**src/rtl/hazard_stall_ctrl_pkg.sv**
```systemverilog
// rtl/hazard_stall_ctrl_pkg.sv - shared types and constants for the pipeline-advance controller
package hazard_stall_ctrl_pkg;

    typedef enum logic [1:0] {
        RUN    = 2'd0,
        WAIT_I = 2'd1,
        WAIT_D = 2'd2
    } hazard_state_t;

    localparam logic [4:0] REG_ZERO = 5'd0;

endpackage

```
**src/rtl/hazard_stall_ctrl_mem_req_tracker.sv**
```systemverilog
// rtl/hazard_stall_ctrl_mem_req_tracker.sv - per-side outstanding request tracker with latched response flag
module mem_req_tracker
    import hazard_stall_ctrl_pkg::*;
(
    input  logic clk,
    input  logic rst,
    input  logic req,
    input  logic resp,
    input  logic clr,
    output logic satisfied,
    output logic done
);

    // A response only counts while its request is pending; clr wins so the flag drops on the advance edge.
    always_ff @(posedge clk or posedge rst) begin
        if (rst) begin
            done <= 1'b0;
        end else if (clr) begin
            done <= 1'b0;
        end else if (req && resp) begin
            done <= 1'b1;
        end
    end

    assign satisfied = !req || resp || done;

endmodule

```
**src/rtl/hazard_stall_ctrl.sv**
```systemverilog
// rtl/hazard_stall_ctrl.sv - global pipeline load/flush controller; optional load-use stall under LOAD_USE_STALL_EN
module hazard_stall_ctrl
    import hazard_stall_ctrl_pkg::*;
#(
    parameter int CNT_WIDTH = 32
) (
    input  logic                 clk,
    input  logic                 rst,
    input  logic                 imem_read,
    input  logic                 imem_resp,
    input  logic                 dmem_read,
    input  logic                 dmem_write,
    input  logic                 dmem_resp,
    input  logic                 br_redirect,
    input  logic                 idex_is_load,
    input  logic [4:0]           idex_rd,
    input  logic [4:0]           ifid_rs1,
    input  logic [4:0]           ifid_rs2,
    output logic                 pc_ld,
    output logic                 ifid_ld,
    output logic                 idex_ld,
    output logic                 exmem_ld,
    output logic                 memwb_ld,
    output logic                 ifid_flush,
    output logic                 idex_flush,
    output logic [CNT_WIDTH-1:0] stall_cycles,
    output logic [CNT_WIDTH-1:0] flush_count
);

    hazard_state_t state;
    logic d_out, i_sat, d_sat, i_done, d_done, go, load_use, redirect;

    assign d_out = dmem_read || dmem_write;

    mem_req_tracker u_i_trk (
        .clk(clk), .rst(rst), .req(imem_read), .resp(imem_resp), .clr(go),
        .satisfied(i_sat), .done(i_done)
    );

    mem_req_tracker u_d_trk (
        .clk(clk), .rst(rst), .req(d_out), .resp(dmem_resp), .clr(go),
        .satisfied(d_sat), .done(d_done)
    );

    assign go       = i_sat && d_sat;
    assign redirect = go && br_redirect;

`ifdef LOAD_USE_STALL_EN
    assign load_use = go && idex_is_load && (idex_rd != REG_ZERO) && !br_redirect &&
                      ((idex_rd == ifid_rs1) || (idex_rd == ifid_rs2));
    logic unused_flags;
    assign unused_flags = i_done ^ d_done;
`else
    // Load-use is resolved by MEM->EX forwarding, so the hazard inputs are deliberately dropped.
    assign load_use = 1'b0;
    logic unused_inputs;
    assign unused_inputs = ^{idex_is_load, idex_rd, ifid_rs1, ifid_rs2, i_done, d_done};
`endif

    // Outputs forced low while rst is asserted so no register loads during reset.
    assign pc_ld      = !rst && go && !load_use;
    assign ifid_ld    = !rst && go && !load_use;
    assign idex_ld    = !rst && go;
    assign exmem_ld   = !rst && go;
    assign memwb_ld   = !rst && go;
    assign ifid_flush = !rst && redirect;
    assign idex_flush = !rst && (redirect || load_use);

    always_ff @(posedge clk or posedge rst) begin
        if (rst) begin
            state <= RUN;
        end else if (go) begin
            state <= RUN;
        end else begin
            case (state)
                RUN: begin
                    if (imem_read && imem_resp) begin
                        state <= WAIT_D;
                    end else if (d_out && dmem_resp) begin
                        state <= WAIT_I;
                    end
                end
                default: state <= state;
            endcase
        end
    end

    always_ff @(posedge clk or posedge rst) begin
        if (rst) begin
            stall_cycles <= '0;
            flush_count  <= '0;
        end else begin
            if ((!go || load_use) && (stall_cycles != '1)) begin
                stall_cycles <= stall_cycles + 1'b1;
            end
            if (redirect && (flush_count != '1)) begin
                flush_count <= flush_count + 1'b1;
            end
        end
    end

endmodule

```
**config.mk**
```make
export PLATFORM = sky130hd
export DESIGN_NAME = hazard_stall_ctrl
export DESIGN_NICKNAME = d
export VERILOG_FILES = /design/src/rtl/hazard_stall_ctrl_pkg.sv /design/src/rtl/hazard_stall_ctrl_mem_req_tracker.sv /design/src/rtl/hazard_stall_ctrl.sv
export SDC_FILE = /design/constraint.sdc
export NUM_CORES = 1
export LEC_CHECK = 0
export ABC_AREA = 1
export ABC_CLOCK_PERIOD_IN_PS = 3790
export BUFFER_PORTS_ARGS = -buffer_cell sky130_fd_sc_hd__clkbuf_2
export CORE_MARGIN = 2
export CORE_UTILIZATION = 30
export DETAILED_ROUTE_END_ITERATION = 12
export PLACE_DENSITY_LB_ADDON = 0.1
export REMOVE_ABC_BUFFERS = 1
export SYNTH_ARGS = -nofsm -noshare
export SYNTH_HDL_FRONTEND = slang
export SYNTH_SLANG_ARGS = --single-unit
```
**constraint.sdc**
```tcl
create_clock -name clk -period 3.79 [get_ports clk]
set_input_delay 0.5685 -clock clk [delete_from_list [all_inputs] [get_ports clk]]
set_output_delay 0.5685 -clock clk [all_outputs]
set_load 0.1 [all_outputs]
```
==> results.yml <==
run_status:
  status: "finished, final reports clean"
global_routing:
  gr-total-overflow: 0
  grt_pass1_wl_mm: 21.7
  grt_pass1_vias: 4318
  grt_use_total_pct: 17.1
  antenna_found_initial: 0
  grt_max_degree: 43
detailed_routing:
  drtIter0Drc: 269
  drc: 0
  vias_per_cell: 4.59
  firstDrtPassIters: 4
  vias: 4507
  wl_per_cell_um: 13.2
  wl_mm: 13.0
  ant_nets: 0
die:
  rows: 44
  die_y_um: 126
  core_region_area_sq_mm: 0.0146
  start_util_pct: 30.8
  io_pins: 95
  die_area_sq_mm: 0.0160
  die_w_um: 126
clocking:
  cts_made_buffers: 9
  postCtsHoldBufs: 0
  ctsResizeCount: 0
  cts-root-buf: "clkbuf_16"
  cts_setup_buffers: 0
  cts_tree: "built"
  cts_sinks: 66
  htreeDepth: 3
  clockBufferDepth: 2
  clk_pin_slew_ns: 0.06
  clk_latency_ns: 0.35
layout:
  area_delta_synth_final_pct: 19.4
  multi_input_area_sq_mm: 0.00245
  n_fill_cell: 1572
  layout-drive-gt1-share_pct: 14.2
  stdcell_area_sq_mm: 0.00536
  diodes: 0
  final_util_pct: 36.7
  regArea_sq_mm: 0.00165
  fin_nets: 819
power_and_ir_drop:
  max-vdd-ir-drop_mv: 0.214
  leakage_uw: 0.00271
  p_per_area_mw_per_mm2: 454
synthesis:
  ys.warnings.count: 0
  synthArstFlopShare_pct: 100
  synth_area_sq_mm: 0.00449
  synth_edf_count: 0
  synthFlopType: "dfrtp_1"
  seq_area_frac_synth_pct: 36.8
  syn_avg_cell_area_sq_um: 6.25
  synth_compound_area_share_pct: 1.56
  synth-simple-area-share_pct: 48.4
  synth_mux_area_share_pct: 0
  synth_cell_types: 26
  synth_top_family_by_area: "simple AND/OR/NAND/NOR gates"
  ys_ff_latch: 66
  synthAdderAreaFrac_pct: 0.558
  syn_inst: 718
  synth-xor-area-share_pct: 4.10
sta:
  min_period_over_period_pct: 66.1
  worst_slew_pin_slew_ns: 0.699
  final_max_slew_viol_count: 0
  final_hold_viol_count: 0
  fmax_mhz: 399
  rsz0062_at_grt: "no"
  clock_skew_ns: 0.00922
  period_needed_ns: 2.51
  setup_viol: 0
  maxSlewHeadroom_pct: 53.3
critical_path:
  rr_worst_depth: 10
  timing.rr.end: "flush_count[29]"
  path_max_fanout: 25
  critical_path_class: "reg -> reg"
  worstPathRequired_ns: 4.02
  critPathArrivalTime_ns: 2.74
  reg2reg_slack_ns: 1.28
  endpoint_kind: "flop"
  cp-start-kind: "flop"
  worstReg2RegStart: "flush_count[0]"
place:
  placed_area_sq_mm: 0.00500
  place_congestion: 0.925
  dp_hpwl_mm: 9.67
  io_buffers: 78
hold_path:
  hp-class: "in -> async"
run:
  cap_violations: 0
[cell usage in the layout (no fill, tap or decap), types with 12 or more instances in the layout]
master / instances
nand2_1: 351
nor2_1: 103
clkbuf_2: 78
inv_1: 68
dfrtp_1: 66
nand3_1: 39
xnor2_1: 12
[worst max-delay path: stages (launching register included)]
cell,delay (ns)
dfrtp_1,0.40
ha_1,0.22
nand2_1,0.10
nor2_2,0.17
nand2_2,0.13
nor2_2,0.16
nand2_2,0.31
nand2_2,0.48
inv_2,0.23
nand2_1,0.13
nand2_1,0.05
[layer usage]
layer	wire length, um	track usage [%]
met1	5930	21.4
met2	6180	28.6
met3	622	4.47
met4	251	6.21
met5	0	0
[metrics by stage]
stage | instances | worst slack [ns] | power [uW] | hold slack (ns) | setup TNS, ns
after CTS | 982 | 1.25 | 2470 | 0.303 | 0
after global placement | 966 | 1.30 | 1440 | 0.480 | 0
after floorplan | 702 | -3.79 | 1320 | 0.465 | -19.34
after detailed placement | 966 | 1.27 | 1440 | 0.490 | 0
final | 982 | 1.28 | 2430 | 0.283 | 0
after global routing | 982 | 1.01 | 2540 | 0.343 | 0
[cells in the mapped netlist (4+ instances only)]
master      n  share of area [%]
nor2_1    103                8.6
buf_6       4                1.0
o21ai_0     9                1.0
nand2_1   351                 29
nor3_1      4               0.45
buf_4       7                1.2
buf_2       5               0.56
dfrtp_1    66                 37
nand3_1    39                4.4
inv_1      69                5.8
nand2_2     4               0.56
xor2_1      9                1.8
nand4_1     8                1.1
nand3b_1    9                1.5
nor2_2      5               0.70
xnor2_1    12                2.3
[flip-flops by register name, summed over array words and instances (netlist names)]
| name | count |
|---|---|
| u_d_trk.done | 1 |
| stall_cycles | 32 |
| u_i_trk.done | 1 |
| flush_count | 32 |
[where the power goes]
group          total, uW  switching, uW  internal [uW]
Clock               1010            345            663
Sequential           816           66.4            750
Combinational        607            512           95.1
[layout make-up]
class | count | area share (%)
Tap cell | 184 | 4.30
Sequential cell | 66 | 30.8
Clock buffer | 10 | 4.46
Multi-Input combinational cell | 566 | 45.8
Clock inverter | 6 | 2.10
Inverter | 70 | 4.91
Timing Repair Buffer | 80 | 7.57
[logic make-up (layout without fill, tap and decap cells)]
group | Yosys count | in the layout
flops | 66 | 66
compound gates | 13 | 13
fa+ha+maj | 2 | 2
simple gates | 530 | 530
buf+inv | 86 | 166
xor+xnor | 21 | 21
[worst max path at each step]
stage | startpoint | end | slack [ns] | cells past startpoint
2_1_floorplan | dmem_read | exmem_ld | -3.79 | 5
3_3_place_gp | flush_count[1] | flush_count[31] | 1.30 | 10
3_5_place_dp | flush_count[0] | flush_count[29] | 1.27 | 10
4_1_cts | flush_count[0] | flush_count[29] | 1.25 | 10
5_1_grt | flush_count[0] | flush_count[29] | 1.01 | 10
6_report | flush_count[0] | flush_count[29] | 1.28 | 10
No activity file was read; power rests on OpenSTA's default activity.
